$ cat src/rtl/data_mem_controller_if.sv
// rtl/data_mem_controller_if.sv - word-addressed, byte-enabled data memory bus
// The controller is the master; the memory (or bench) is the slave.
interface data_mem_controller_if #(
  parameter int ADDR_W = 30
);
  logic [ADDR_W-1:0] DataMem_Address;
  logic [31:0]       DataMem_Out;
  logic [3:0]        DataMem_WE;
  logic              DataMem_Read;
  logic [31:0]       DataMem_In;
  logic              DataMem_Ready;

  modport master (
    output DataMem_Address,
    output DataMem_Out,
    output DataMem_WE,
    output DataMem_Read,
    input  DataMem_In,
    input  DataMem_Ready
  );

  modport slave (
    input  DataMem_Address,
    input  DataMem_Out,
    input  DataMem_WE,
    input  DataMem_Read,
    output DataMem_In,
    output DataMem_Ready
  );
endinterface

$ cat src/rtl/data_mem_controller.sv
// rtl/data_mem_controller.sv - MEM-stage load/store/LL/SC controller
// Big-endian lanes; results held across external stalls so an access is never re-issued.
module data_mem_controller #(
  parameter int ADDR_W = 30
) (
  input  logic                  clock,
  input  logic                  reset,
  input  logic [ADDR_W+1:0]     Address,
  input  logic [31:0]           DataIn,
  input  logic                  MemRead,
  input  logic                  MemWrite,
  input  logic [1:0]            Size,
  input  logic                  SignExtend,
  input  logic                  LLSC,
  input  logic                  Eret,
  input  logic                  M_Kill,
  input  logic                  M_Stall,
  output logic [31:0]           DataOut,
  output logic                  M_Stall_Controller,
  output logic                  EXC_AdEL,
  output logic                  EXC_AdES,
  data_mem_controller_if.master dmem
);

  typedef enum logic {
    IDLE = 1'b0,
    BUSY = 1'b1
  } state_t;

  state_t            r_state;
  state_t            w_state_next;
  logic              r_done;
  logic [31:0]       r_hold;
  logic              r_atomic;
  logic [ADDR_W-1:0] r_res_addr;

  logic [ADDR_W-1:0] w_word_addr;
  logic [1:0]        w_off;
  logic              w_is_byte;
  logic              w_is_half;
  logic              w_is_word;
  logic              w_misaligned;
  logic              w_ll;
  logic              w_sc;
  logic              w_res_match;
  logic              w_sc_fail;
  logic              w_start;
  logic              w_active;
  logic              w_go;
  logic              w_complete;
  logic [3:0]        w_we_mask;
  logic [7:0]        w_byte;
  logic [15:0]       w_half;
  logic [31:0]       w_load;
  logic [31:0]       w_result;

  assign w_word_addr  = Address[ADDR_W+1:2];
  assign w_off        = Address[1:0];
  assign w_is_byte    = (Size == 2'b00);
  assign w_is_half    = (Size == 2'b01);
  assign w_is_word    = Size[1];
  assign w_misaligned = (w_is_half & w_off[0]) | (w_is_word & (w_off != 2'b00));

  assign EXC_AdEL = MemRead  & w_misaligned;
  assign EXC_AdES = MemWrite & w_misaligned;

  assign w_ll        = MemRead & LLSC;
  assign w_sc        = MemWrite & LLSC;
  assign w_res_match = r_atomic & (r_res_addr == w_word_addr);
  // SC is judged only at its start; once BUSY the write must run to completion.
  assign w_sc_fail   = w_sc & ~w_res_match & (r_state == IDLE);

  assign w_start    = (MemRead | MemWrite) & ~w_misaligned & ~M_Kill & ~r_done & (r_state == IDLE);
  assign w_active   = reset & (w_start | (r_state == BUSY));
  assign w_go       = w_active & ~w_sc_fail;
  assign w_complete = w_go & dmem.DataMem_Ready;

  always_comb begin
    w_we_mask = 4'b1111;
    if (w_is_byte) begin
      w_we_mask = 4'b1000 >> w_off;
    end else if (w_is_half) begin
      w_we_mask = w_off[1] ? 4'b0011 : 4'b1100;
    end
  end

  assign dmem.DataMem_Address = w_word_addr;
  assign dmem.DataMem_Out     = w_is_byte ? {4{DataIn[7:0]}} :
                                w_is_half ? {2{DataIn[15:0]}} : DataIn;

  // Byte at offset k lives in lane 3-k, i.e. shifted down by 8*(3-k).
  assign w_byte = 8'(dmem.DataMem_In >> {~w_off, 3'b000});
  assign w_half = w_off[1] ? dmem.DataMem_In[15:0] : dmem.DataMem_In[31:16];

  always_comb begin
    w_load = dmem.DataMem_In;
    if (w_is_byte) begin
      w_load = {{24{SignExtend & w_byte[7]}}, w_byte};
    end else if (w_is_half) begin
      w_load = {{16{SignExtend & w_half[15]}}, w_half};
    end
  end

  assign w_result = w_sc ? 32'd1 : (MemRead ? w_load : 32'd0);

  always_ff @(posedge clock) begin
    if (!reset) begin
      r_state <= IDLE;
    end else begin
      r_state <= w_state_next;
    end
  end

  always_comb begin
    w_state_next       = r_state;
    dmem.DataMem_Read  = 1'b0;
    dmem.DataMem_WE    = 4'b0000;
    M_Stall_Controller = 1'b0;
    DataOut            = 32'd0;

    case (r_state)
      IDLE:    if (w_go && !dmem.DataMem_Ready) w_state_next = BUSY;
      BUSY:    if (dmem.DataMem_Ready) w_state_next = IDLE;
      default: w_state_next = IDLE;
    endcase

    if (w_go) begin
      dmem.DataMem_Read  = MemRead;
      dmem.DataMem_WE    = MemWrite ? w_we_mask : 4'b0000;
      M_Stall_Controller = ~dmem.DataMem_Ready;
    end

    if (r_done) begin
      DataOut = r_hold;
    end else if (w_complete) begin
      DataOut = w_result;
    end
  end

  always_ff @(posedge clock) begin
    if (!reset) begin
      r_done     <= 1'b0;
      r_hold     <= 32'd0;
      r_atomic   <= 1'b0;
      r_res_addr <= '0;
    end else begin
      if (r_done && !M_Stall) begin
        r_done <= 1'b0;
      end else if (w_complete && M_Stall) begin
        r_done <= 1'b1;
        r_hold <= w_result;
      end

      // Eret has priority over a coinciding LL completion.
      if (Eret) begin
        r_atomic <= 1'b0;
      end else if (w_complete && w_ll) begin
        r_atomic   <= 1'b1;
        r_res_addr <= w_word_addr;
      end else if (w_complete && w_sc) begin
        r_atomic <= 1'b0;
      end else if (w_complete && MemWrite && (r_res_addr == w_word_addr)) begin
        r_atomic <= 1'b0;
      end
    end
  end

endmodule
$ cat src/flat_wrapper.sv
// flat-port wrapper written by rule: the top's interface ports become plain ports
module data_mem_controller_flat 
#(
  parameter int ADDR_W = 30
)
  (clock, reset, Address, DataIn, MemRead, MemWrite, Size, SignExtend, LLSC, Eret, M_Kill, M_Stall, DataOut, M_Stall_Controller, EXC_AdEL, EXC_AdES, dmem_DataMem_Address, dmem_DataMem_Out, dmem_DataMem_WE, dmem_DataMem_Read, dmem_DataMem_In, dmem_DataMem_Ready);
  data_mem_controller_if #(.ADDR_W(ADDR_W)) dmem_i ();
  input  logic clock;
  input  logic reset;
  input  logic [ADDR_W+1:0] Address;
  input  logic [31:0] DataIn;
  input  logic MemRead;
  input  logic MemWrite;
  input  logic [1:0] Size;
  input  logic SignExtend;
  input  logic LLSC;
  input  logic Eret;
  input  logic M_Kill;
  input  logic M_Stall;
  output logic [31:0] DataOut;
  output logic M_Stall_Controller;
  output logic EXC_AdEL;
  output logic EXC_AdES;
  output wire logic [$bits(dmem_i.DataMem_Address)-1:0] dmem_DataMem_Address;
  output wire logic [$bits(dmem_i.DataMem_Out)-1:0] dmem_DataMem_Out;
  output wire logic [$bits(dmem_i.DataMem_WE)-1:0] dmem_DataMem_WE;
  output wire logic [$bits(dmem_i.DataMem_Read)-1:0] dmem_DataMem_Read;
  input wire logic [$bits(dmem_i.DataMem_In)-1:0] dmem_DataMem_In;
  input wire logic [$bits(dmem_i.DataMem_Ready)-1:0] dmem_DataMem_Ready;
  assign dmem_DataMem_Address = dmem_i.DataMem_Address;
  assign dmem_DataMem_Out = dmem_i.DataMem_Out;
  assign dmem_DataMem_WE = dmem_i.DataMem_WE;
  assign dmem_DataMem_Read = dmem_i.DataMem_Read;
  assign dmem_i.DataMem_In = dmem_DataMem_In;
  assign dmem_i.DataMem_Ready = dmem_DataMem_Ready;
  data_mem_controller #(.ADDR_W(ADDR_W)) u_core (.clock(clock), .reset(reset), .Address(Address), .DataIn(DataIn), .MemRead(MemRead), .MemWrite(MemWrite), .Size(Size), .SignExtend(SignExtend), .LLSC(LLSC), .Eret(Eret), .M_Kill(M_Kill), .M_Stall(M_Stall), .DataOut(DataOut), .M_Stall_Controller(M_Stall_Controller), .EXC_AdEL(EXC_AdEL), .EXC_AdES(EXC_AdES), .dmem(dmem_i));
endmodule
$ cat config.mk
export PLATFORM = sky130hd
export DESIGN_NAME = data_mem_controller_flat
export DESIGN_NICKNAME = d
export VERILOG_FILES = /design/src/rtl/data_mem_controller_if.sv /design/src/rtl/data_mem_controller.sv /design/src/flat_wrapper.sv
export SDC_FILE = /design/constraint.sdc
export NUM_CORES = 1
export LEC_CHECK = 0
export BUFFER_PORTS_ARGS = -buffer_cell sky130_fd_sc_hd__clkbuf_2
export CORE_AREA = 5 5 111 113
export DETAILED_ROUTE_END_ITERATION = 12
export DIE_AREA = 0 0 116 118
export PLACE_DENSITY_LB_ADDON = 0.25
export SKIP_LAST_GASP = 1
export SLEW_MARGIN = 20
export SYNTH_ARGS = -nofsm -noshare
export SYNTH_HDL_FRONTEND = slang
export SYNTH_SLANG_ARGS = --single-unit
export TNS_END_PERCENT = 50
$ cat constraint.sdc
create_clock -name clock -period 1.8 [get_ports clock]
set_input_delay 0.18 -clock clock [delete_from_list [all_inputs] [get_ports clock]]
set_output_delay 0.18 -clock clock [all_outputs]
set_load 0.01 [all_outputs]
; Word level (Yosys, flattened, before mapping)
; Cells that the tools add are included.
[word_totals]
reg_bits = 65
out_inout_bits = 102
[op_classes]
n_eq_ne = 2
shifts = 2
mux = 22
n_bitwise = 32
n_reduce_logical = 16
[op_table]
columns = op, n
row1 = 32-bit two-way mux, 8
row2 = 32-bit by 5-bit >> shifter with 8-bit output, 1
row3 = 30-bit == test, 1
row4 = 4-bit two-way mux, 5
row5 = 1-bit AND, 18
row6 = 16-bit two-way mux, 1
row7 = 1-bit NOT, 10
row8 = 1-bit logical AND, 7
row9 = 1-bit two-way mux, 7
row10 = 2-bit AND reduction, 2
row11 = 2-bit OR reduction, 2
row12 = 4-bit by 2-bit >> shifter with 4-bit output (first input constant), 1
row13 = 1-bit bitwise OR, 3
row14 = 3-bit nonzero test, 1
row15 = 2-bit by 1-bit == test with 1-bit output (second input constant), 1
row16 = 1-bit zero test, 2
row17 = 2-bit zero test, 1
row18 = 2-bit NOT, 1
row19 = 1-bit one-hot mux with 2 select lines, 1
row20 = 2-bit nonzero test, 1

; Longest topological paths before layout
; Gate-level depths: netlist (run 1).
[depth]
word_depth = 17
mapped_depth = 8
ltp_nobuf = 6

; Worst setup path after synthesis (run 1)
; No wires, ideal clock.
[synth_path]
path_kind = reg2out
startpoint = register u_core.r_res_addr[24]
endpoint = output DataOut[10]
t_arrival_ns = 1.897
required_ns = 1.620
path_slack_ns = -0.277
stages_incl_launch_ff = 8
cell_sequence = dfxtp_1 > xor2_1 > nor4_2 > nand4_1 > nor3_4 > nor2_2 > buf_2 > o31ai_1
[synth_between]
elab_chain_len = 10
[synth_rtl]
columns = element, line_no
row1 = from (decl), data_mem_controller.sv:35  ; logic [ADDR_W-1:0] r_res_addr;
row2 = from (signal assigned), data_mem_controller.sv:159  ; r_res_addr <= w_word_addr;
row3 = 30-bit == test, data_mem_controller.sv:69  ; assign w_res_match = r_atomic & (r_res_addr == w_word_addr);
row4 = 1-bit AND, data_mem_controller.sv:69
row5 = 1-bit NOT, data_mem_controller.sv:71  ; assign w_sc_fail = w_sc & ~w_res_match & (r_state == IDLE);
row6 = 1-bit AND (2 in a row), data_mem_controller.sv:71
row7 = 1-bit NOT, data_mem_controller.sv:75  ; assign w_go = w_active & ~w_sc_fail;
row8 = 1-bit AND, data_mem_controller.sv:75
row9 = 1-bit AND, data_mem_controller.sv:76  ; assign w_complete = w_go & dmem.DataMem_Ready;
row10 = 32-bit two-way mux, data_mem_controller.sv:135  ; end else if (w_complete) begin
row11 = 32-bit two-way mux, data_mem_controller.sv:133  ; if (r_done) begin
row12 = to (decl), flat_wrapper.sv:20  ; output logic [31:0] DataOut;
; Every way passes these cells.

; Worst setup path after layout (run 1)
[layout_path]
startpoint = register u_core.r_res_addr[3]
endpoint = output DataOut[13]
; The elaborated chain is that of the path after synthesis.

==> reports/results.tsv, run 1 <==
stage	metric	value	unit
outcome	status	finished with violations	
outcome	failed_checks	negative setup slack	
final_layout	syn2layout_area_growth	48.9	%
floorplanning	rows	39	
critical_path	path_cells	xor2_1, nor4_2, nand4_1, buf_4, nor3_4, buf_6, nor2_4, o31ai_4, buf_2	
synth	synth_top_family_by_area	multiplexers	
clocking	numCtsBuffers	9	
route	highest_layer	met4	
placed_design	port_buffers	209	
power	total_power	4.27	mW
route	wl_met2	7870	um
route	wl_met3	1160	um
critical_path	cp.buffers_inverters	3	
synth	synth_area_leaders	dfxtp_1 27%, mux2i_1 18%, nand2_1 8.6%, buf_4 6.6%, xor2_1 5.5%	
floorplanning	core_area	11200	um2
synth	synth-simple-area-share	17.4	%
timing	post-route-period-util	136	%
timing	final-max-slew-violation-count	0	
synth	syn_inst	564	
clocking	clockRootBuffer	clkbuf_16	
placed_design	post-dp-hpwl	11700	um
power	peakVddDrop	391	uV
critical_path	crit_slowest_cell	nor4_2	
final_layout	seq_area	1310	um2
synth	synth-edff-count	0	
clocking	cts.path.max_buffers	2	
route	drtPass1Iterations	6	
critical_path	cp_num_cells	9	
synth	synth-compound-area-share	11.8	%
floorplanning	die_h	118	um
grt	grt-ovfl-total	0	
route	vias	4912	
timing	tightestPinTransition	0.720	ns
grt	grtUsageTotal	22.3	%
final_layout	stdcell_count	947	
timing	skew	0.00671	ns
critical_path	cp-start-kind	register	
floorplanning	die-area	13700	um2
synth	post_synth.cell_area_avg	8.49	um2
final_layout	finalNetCount	908	
worst_hold_path	min_path_type	in2reg	
final_layout	antenna_cells	0	
route	wirelength	15700	um
timing	final_hold_viol_count	0	
placed_design	routabilityCongestion	0.867	
critical_path	rr_worst_depth	12	
clocking	clk_latency	0.33	ns
grt	antenna_found_initial	0	
final_layout	multi_input_area	3170	um2
clocking	htree_num_levels	3	
power	cellPowerDensity	599	nW/um2
grt	grt_pass1_vias	4963	
route	m1WireLength	6290	um
placed_design	placed_cells	904	
clocking	cts_tree	yes	
power	total_leakage_power	3.82	nW
timing	min_period	2.45	ns
critical_path	crit_family	simple AND/OR/NAND/NOR gates	
timing	rsz0062_at_grt	true	
timing	max_slew_margin	52.0	%
timing	setup_viol	102	
timing	hold-worst-slack	0.0997	ns
synth	synth.top_cells.by_count	110 x nand2_1, 87 x mux2i_1, 65 x dfxtp_1	
synth	synth_nets	672	
clocking	clk_pin_slew_worst_paths	0.06	ns
floorplanning	fp.dieW	116	um
grt	grt_max_degree	36	
job	maxCapViolations	0	
synth	synth-seq-area-share	27.2	%
synth	yosys.cell_types.count	44	
synth	synth_xor_area_share	5.49	%
route	drc	0	
route	drtAntennaViolNets	0	
critical_path	cpPeakStageDelay	0.35	ns
synth	synthFlopType	dfxtp_1	
synth	ys_warn_count	0	
synth	synthArstFlopShare	0	%
timing	setup_ws	-0.651	ns
route	wl_per_cell	16.6	um
synth	syn_area	4790	um2
synth	synth-seq-cells	65	
worst_hold_path	holdPathStages	3	
placed_design	preCtsSetupSlack	-0.479	ns
critical_path	arrival	2.27	ns
synth	synth.most_common_cell	nand2_1	
final_layout	nFillCells	953	
critical_path	worstSetupEndpointType	output port	
route	detail_route.iter0.violations	309	
floorplanning	start_util	42.7	%
grt	grt_first_pass_wirelength	24600	um
critical_path	cp.required	1.62	ns
critical_path	worstSetupPathType	reg2out	
floorplanning	boundaryPins	210	
clocking	cts_hold_buf	0	
clocking	cts_sinks	65	
critical_path	cp_max_fo	8	
synth	synth_top_area_share	27.2	%
synth	synthAdderAreaFrac	0	%
final_layout	drive_gt1_share	48.6	%
synth	synth_area_leader_cell	dfxtp_1	
timing	fmax	408	MHz
synth	synth_mux_area_share	25.7	%
route	viasPerCell	5.19	
worst register-to-register path: cells and delay by family, from the launching register on:
kind	cells	cell delay (ns)
xor+xnor	1	0.17
flops	1	0.31
compound gates	1	0.08
buf+inv	6	0.92
simple gates	3	0.63
mux	1	0.16
through the flow:
stage,cell area [um2],util [%],setup TNS [ns]
final,7130,63.5,-47.95
after global placement,6300,56.2,-31.83
after global routing,7130,63.5,-59.29
after detailed placement,6300,56.2,-36.40
after CTS,7030,62.6,-46.29
after floorplan,4970,-,-2.65
kinds of logic after synthesis:
| logic type | after synthesis |
|---|---|
| and+or+nand+nor | 175 |
| muxes | 111 |
| buffers and inverters | 109 |
| AOI/OAI and AO/OA | 74 |
| DFF | 65 |
| xor gates and xnor gates | 30 |
per-layer routing:
metal  track usage, %  up-vias
met5                0        -
met4             8.05        0
met3             5.60       35
met2             38.0      174
met1             26.9     2330
li1                 -     2373
placed cells by master, fill, tap and decap left out, types with 14 or more instances in the layout:
master | Yosys | final
nand2b_1 | 17 | 17
nor2_1 | 16 | 14
nand2_1 | 110 | 109
inv_1 | 33 | 33
xor2_1 | 30 | 30
a22o_1 | 16 | 16
buf_4 | 42 | 68
clkbuf_2 | 0 | 198
mux2i_1 | 87 | 86
mux2_2 | 16 | 16
dfxtp_1 | 65 | 57
power breakdown:
group          switching [mW]  internal [mW]  leakage, nW
logic                   0.491          0.452         3.14
registers             0.00705           1.45        0.528
clock network           0.661           1.21        0.156
what timing repair did:
action / in CTS / in global routing
pin swaps: 17 / 11
hold endpoints to repair: 0 / 0
gates cloned: 7 / 0
buffers inserted: 13 / 8
resized for setup: 23 / 21
setup endpoints to repair: 103 / 102
state kept, by name, summed over array words and instances (netlist names):
signal	count
u_core.r_hold	32
u_core.r_atomic	1
u_core.r_state	1
u_core.r_done	1
u_core.r_res_addr	30
path summary, 6_finish.rpt:
check	slack, ns	end	start
setup / recovery	-0.65	DataOut[13]	u_core.r_res_addr[3]
hold / removal	0.1	u_core.r_res_addr[4]	Address[6]
setup reg to reg	-0.55	u_core.r_res_addr[23]	u_core.r_res_addr[3]
hold reg to reg	0.46	u_core.r_hold[6]	u_core.r_hold[6]
layout make-up:
cell class / instances / share of cell area [%]
multi-input cells: 391 / 44.5
repair buffers: 300 / 28.4
flip-flops and latches: 65 / 18.4
clock buffers: 9 / 3.16
well taps: 143 / 2.51
inverters: 33 / 1.74
clock inverters: 6 / 1.28
(Power assumes the default switching activity.)
==> run 2: changes to the inputs <==
CORE_AREA = 5 5 145 147   (was 5 5 111 113)
DIE_AREA = 0 0 150 152   (was 0 0 116 118)
==> reports/results.tsv, run 2 (synthesis results as in run 1) <==
stage	metric	value	unit	change
clocking	htree_num_levels	3		unchanged
grt	grt_pass1_vias	4640		was 4963
placed_design	post-dp-hpwl	12600	um	was 11700 um
floorplanning	die-area	22800	um2	was 13700 um2
grt	grtUsageTotal	14.1	%	was 22.3%
floorplanning	start_util	24.2	%	was 42.7%
critical_path	r2r_setup_slack	-0.44	ns	was -0.55 ns
route	viasPerCell	4.36		was 5.19
clocking	clk_latency	0.34	ns	was 0.33 ns
route	vias	4664		was 4912
floorplanning	fp.dieW	150	um	was 116 um
final_layout	layout_common_cells	198 x clkbuf_2, 109 x nand2_1, 87 x mux2i_1, 62 x buf_4, 57 x dfxtp_1		was 198 x clkbuf_2, 109 x nand2_1, 86 x mux2i_1, 68 x buf_4, 57 x dfxtp_1
timing	tightestPinTransition	0.694	ns	was 0.720 ns
power	total_power	4.28	mW	was 4.27 mW
outcome	failed_checks	negative setup slack		unchanged
timing	rsz0062_at_grt	true		unchanged
critical_path	rr_worst_depth	12		unchanged
clocking	numCtsBuffers	9		unchanged
critical_path	arrival	2.32	ns	was 2.27 ns
power	cellPowerDensity	599	nW/um2	about the same
outcome	status	finished with violations		unchanged
clocking	cts_hold_buf	0		unchanged
critical_path	cp-start-kind	register		unchanged
critical_path	worstSetupPathType	reg2out		unchanged
grt	antenna_found_initial	0		unchanged
power	total_leakage_power	3.74	nW	was 3.82 nW
clocking	cts.path.max_buffers	2		unchanged
route	wl_per_cell	15.5	um	was 16.6 um
clocking	cts_sinks	65		unchanged
grt	grt_first_pass_wirelength	25300	um	was 24600 um
timing	final-max-slew-violation-count	0		unchanged
critical_path	cp_max_fo	7		was 8
timing	setup_tns	-42.29	ns	was -47.95 ns
worst_hold_path	min_path_type	in2reg		unchanged
grt	grt_max_degree	50		was 36
floorplanning	core_area	19800	um2	was 11200 um2
placed_design	placed_cells	1035		was 904
worst_hold_path	holdPathStages	3		unchanged
grt	grt-ovfl-total	0		unchanged
timing	setup_viol	102		unchanged
final_layout	top_regs	u_core.r_hold x32, u_core.r_res_addr x30		unchanged
final_layout	top_register	u_core.r_hold		unchanged
job	maxCapViolations	0		unchanged
power	peakVddDrop	438	uV	was 391 uV
final_layout	multi_input_area	3130	um2	was 3170 um2
timing	fmax	401	MHz	was 408 MHz
final_layout	final_common_cell	clkbuf_2		unchanged
clocking	cts_tree	yes		unchanged
clocking	clk_pin_slew_worst_paths	0.06	ns	about the same
worst_hold_path	min_from	Address[30]		was Address[6]
route	drtPass1Iterations	4		was 6
critical_path	cp.required	1.62	ns	about the same
final_layout	finalNetCount	902		was 908
final_layout	seq_area	1310	um2	unchanged
timing	skew	0.00825	ns	was 0.00671 ns
placed_design	port_buffers	209		unchanged
timing	setup_ws	-0.696	ns	was -0.651 ns
final_layout	stdcell_count	1069		was 947
final_layout	largest_reg_flops	32		unchanged
route	detail_route.iter0.violations	141		was 309
route	drc	0		unchanged
final_layout	drive_gt1_share	47.3	%	was 48.6%
timing	min_period	2.50	ns	was 2.45 ns
clocking	clockRootBuffer	clkbuf_16		unchanged
final_layout	nFillCells	2085		was 953
critical_path	regToRegEndpoint	u_core.r_res_addr[11]		was u_core.r_res_addr[23]
final_layout	syn2layout_area_growth	49.2	%	was 48.9%
timing	max_slew_margin	53.7	%	was 52.0%
timing	post-route-period-util	139	%	was 136%
floorplanning	die_h	152	um	was 118 um
floorplanning	boundaryPins	210		unchanged
critical_path	worstSetupEndpointType	output port		unchanged
critical_path	worstReg2RegStart	u_core.r_res_addr[17]		was u_core.r_res_addr[3]
placed_design	routabilityCongestion	0.775		was 0.867
timing	final_hold_viol_count	0		unchanged
worst_hold_path	hold_end	u_core.r_res_addr[28]		was u_core.r_res_addr[4]
floorplanning	rows	52		was 39
route	wirelength	16600	um	was 15700 um
route	drtAntennaViolNets	0		unchanged
final_layout	antenna_cells	0		unchanged
==> run 2: cell count changes in the layout (fill, tap and decap cells not counted), sizes merged <==
cell and change:
clkinv +1, clkinvlp +1, inv -1, clkbuf +5, bufbuf -3, buf -8
==> run 2: metrics by stage <==
stage	hold slack, ns	area [um2]	util [%]	worst slack [ns]
after floorplan	0.259	4970	-	-0.103
after global placement	0.437	6490	32.8	-0.572
after detailed placement	0.441	6490	32.8	-0.587
after CTS	0.0704	7060	35.7	-0.784
after global routing	0.0957	7140	36.1	-0.877
final	0.0863	7140	36.1	-0.696
==> run 2: per-layer routing <==
metal	GRT usage (%)	up-vias	routed length (um)	share of wire, %
met5	0	-	0	0
li1	-	2371	-	-
met3	4.05	18	1100	6.6
met4	3.57	0	225	1.4
met2	23.0	156	7830	47
met1	18.3	2119	7440	45
==> run 2: critical path, stage by stage, from the launching register on <==
cell,delay [ns]
dfxtp_1,0.32
xor2_1,0.15
nor4_1,0.29
nand4_1,0.17
buf_6,0.16
nor3_4,0.18
buf_6,0.13
nor2_4,0.07
buf_12,0.18
o31ai_4,0.15
buf_2,0.17
==> run 2: report_power, final <==
| group | total [mW] | switching [mW] | internal [mW] |
|---|---|---|---|
| logic | 0.926 | 0.483 | 0.443 |
| clock network | 1.90 | 0.685 | 1.21 |
| registers | 1.46 | 0.00688 | 1.45 |
| total | 4.28 | 1.17 | 3.10 |
==> run 2: layout make-up <==
class | instances | area share (%)
inverters | 33 | 1.73
clock buffers | 9 | 3.15
multi-input cells | 391 | 43.8
clock inverters | 7 | 1.33
repair buffers | 294 | 26.9
flip-flops and latches | 65 | 18.4
well taps | 270 | 4.73
==> run 2: timing repair <==
action	in CTS	in global routing
pin swaps	17	6
setup buffers	10	3
gates resized for setup	19	20
setup endpoints to repair	102	103
cloned	4	4
==> run 2: worst max-delay path by stage <==
stage                                startpoint           to  depth (start not counted)
final                     u_core.r_res_addr[17]   DataOut[6]                         10
after global routing       u_core.r_res_addr[4]  DataOut[14]                          9
after detailed placement  u_core.r_res_addr[23]   DataOut[5]                          8
after floorplan           u_core.r_res_addr[11]   DataOut[0]                          6
after CTS                 u_core.r_res_addr[10]   DataOut[5]                          9
after global placement              Address[12]   DataOut[5]                          9
==> run 3: changes to the inputs <==
BUFFER_PORTS_ARGS = -buffer_cell sky130_fd_sc_hd__buf_2   (was -buffer_cell sky130_fd_sc_hd__clkbuf_2)
==> reports/results.tsv, run 3 (synthesis results as in run 1) <==
stage	metric	value	unit	change
route	wl_per_cell	15.1	um	was 15.5 um
timing	post-route-period-util	141	%	was 139%
floorplanning	rows	52		unchanged
critical_path	crit_slowest_cell	nor4_2		was dfxtp_1
critical_path	worstSetupEndpointType	output port		unchanged
final_layout	final_common_cell	buf_2		was clkbuf_2
worst_hold_path	min_path_type	in2reg		unchanged
critical_path	cpPeakStageDelay	0.34	ns	was 0.32 ns
route	viasPerCell	4.33		was 4.36
clocking	cts_tree	yes		unchanged
power	switching_share	26.8	%	was 27.5%
clocking	cts_hold_buf	0		unchanged
critical_path	cp.required	1.62	ns	about the same
power	intPower	3.25	mW	was 3.10 mW
power	p_sw	1.19	mW	was 1.17 mW
floorplanning	die-area	22800	um2	unchanged
outcome	status	finished with violations		unchanged
power	total_leakage_power	3.72	nW	was 3.74 nW
critical_path	worstSetupPathType	reg2out		unchanged
grt	grt_first_pass_wirelength	25100	um	was 25300 um
power	pwr-share-clk	46.7	%	was 44.3%
grt	antenna_found_initial	0		unchanged
grt	grt-ovfl-total	0		unchanged
power	peakVddDrop	418	uV	was 438 uV
clocking	cts_sinks	65		unchanged
timing	final_hold_viol_count	0		unchanged
floorplanning	boundaryPins	210		unchanged
clocking	clk_pin_slew_worst_paths	0.06	ns	about the same
floorplanning	fp.dieW	150	um	unchanged
critical_path	arrival	2.35	ns	was 2.32 ns
final_layout	nFillCells	2065		was 2085
critical_path	cp.buffers_inverters	3		was 4
floorplanning	core_area	19800	um2	unchanged
final_layout	multi_input_area	3180	um2	was 3130 um2
final_layout	top_register	u_core.r_hold		unchanged
final_layout	top_regs	u_core.r_hold x32, u_core.r_res_addr x30		unchanged
timing	fmax	395	MHz	was 401 MHz
timing	final-max-slew-violation-count	0		unchanged
final_layout	final_core_util	36.1	%	about the same
route	drc	0		unchanged
final_layout	layout_common_cells	207 x buf_2, 109 x nand2_1, 87 x mux2i_1, 63 x buf_4, 57 x dfxtp_1		was 198 x clkbuf_2, 109 x nand2_1, 87 x mux2i_1, 62 x buf_4, 57 x dfxtp_1
clocking	cts.path.max_buffers	2		unchanged
floorplanning	die_h	152	um	unchanged
clocking	clk_latency	0.34	ns	about the same
route	wirelength	16000	um	was 16600 um
timing	hold-worst-slack	0.101	ns	was 0.0863 ns
clocking	htree_num_levels	3		unchanged
final_layout	syn2layout_area_growth	49.3	%	was 49.2%
critical_path	cp-start-kind	register		unchanged
timing	setup_ws	-0.730	ns	was -0.696 ns
placed_design	post-dp-hpwl	12200	um	was 12600 um
job	maxCapViolations	0		unchanged
critical_path	path_cells	xor2_1, nor4_2, nand4_1, buf_6, nor3_4, nor2_4, buf_12, o31ai_4, buf_2		was xor2_1, nor4_1, nand4_1, buf_6, nor3_4, buf_6, nor2_4, buf_12, o31ai_4, buf_2
outcome	failed_checks	negative setup slack		unchanged
route	detail_route.iter0.violations	95		was 141
critical_path	crit_family	simple AND/OR/NAND/NOR gates		unchanged
timing	setup_viol	102		unchanged
power	pwr-share-seq	32.8	%	was 34.1%
placed_design	routabilityCongestion	0.775		about the same
final_layout	drive_gt1_share	47.3	%	about the same
clocking	numCtsBuffers	9		unchanged
timing	min_period	2.53	ns	was 2.50 ns
route	drtAntennaViolNets	0		unchanged
final_layout	largest_reg_flops	32		unchanged
placed_design	port_buffers	209		unchanged
placed_design	preCtsSetupSlack	-0.603	ns	was -0.587 ns
final_layout	seq_area	1310	um2	unchanged
timing	max_slew_margin	48.4	%	was 53.7%
timing	tightestPinTransition	0.774	ns	was 0.694 ns
grt	grt_pass1_vias	4645		was 4640
final_layout	finalNetCount	893		was 902
route	vias	4588		was 4664
grt	grtUsageTotal	13.9	%	was 14.1%
timing	rsz0062_at_grt	true		unchanged
power	pwr-share-comb	20.5	%	was 21.6%
critical_path	cp_max_fo	7		unchanged
placed_design	placed_cells	1032		was 1035
final_layout	antenna_cells	0		unchanged
power	cellPowerDensity	621	nW/um2	was 599 nW/um2
route	drtPass1Iterations	4		unchanged
floorplanning	start_util	24.2	%	unchanged
clocking	clockRootBuffer	clkbuf_16		unchanged
timing	skew	0.00854	ns	was 0.00825 ns
final_layout	stdcell_count	1060		was 1069
grt	grt_max_degree	50		unchanged
run 3: changes by cell type in the layout (fill, tap and decap cells not counted), moves of 3 or more:
cell	before	now
clkbuf_2	198	0
buf_6	9	3
buf_2	9	207
o31ai_4	10	14
o31ai_1	5	2
run 3: path summary, 6_finish.rpt:
| kind | from | endpoint | slack [ns] | depth (start not counted) |
|---|---|---|---|---|
| worst max-delay path | u_core.r_res_addr[25] | DataOut[5] | -0.73 | 9 |
| worst min-delay path | Address[12] | u_core.r_res_addr[10] | 0.10 | 3 |
| worst max register to register | u_core.r_res_addr[25] | u_core.r_hold[1] | -0.42 | 9 |
| worst min register to register | u_core.r_hold[9] | u_core.r_hold[9] | 0.46 | 2 |
run 3: cell type report:
cell class	count	share of cell area, %
Clock inverter	7	1.75
Tap cell	270	4.73
Timing Repair Buffer	286	25.8
Inverter	33	1.73
Multi-Input combinational cell	390	44.5
Sequential cell	65	18.3
Clock buffer	9	3.15
run 3: worst register-to-register path: cells and delay by family (launching register included):
kind                      cells  cell delay [ns]
buffers and inverters         3             0.66
and+or+nand+nor               3             0.72
muxes                         1             0.12
DFF                           1             0.32
xor gates and xnor gates      1             0.16
AOI/OAI and AO/OA             1             0.12
run 3: timing repair:
action / 4_1_cts / 5_1_grt
cloned: 5 / 0
setup endpoints to repair: 102 / 103
pin swaps: 21 / 13
setup buffers: 9 / 2
resized for setup: 22 / 10
run 3: per-stage QoR:
| step | cell area (um2) | TNS, ns | power, mW |
|---|---|---|---|
| finish | 7150 | -40.74 | 4.44 |
| global route | 7150 | -54.87 | 4.68 |
| CTS | 7120 | -45.32 | 4.53 |
| detailed placement | 6460 | -38.42 | 2.38 |
| global placement | 6460 | -37.12 | 2.38 |
| floorplan | 4970 | -2.65 | 1.99 |
run 3: routing by layer:
metal	part of all wire (%)	vias up	track usage, %
met3	7.0	19	3.69
met2	46	151	21.9
met4	1.6	0	3.70
met5	0	-	0
met1	45	2076	18.8
li1	-	2342	-
run 3: power by group through the flow:
stage                     Sequential [mW]  Clock (mW)  Combinational, mW
after detailed placement             1.49           0              0.892
after global routing                 1.46        2.22               1.00
after floorplan                      1.49           0              0.503
after CTS                            1.46        2.16              0.922
final                                1.46        2.07              0.910
after global placement               1.49           0              0.893
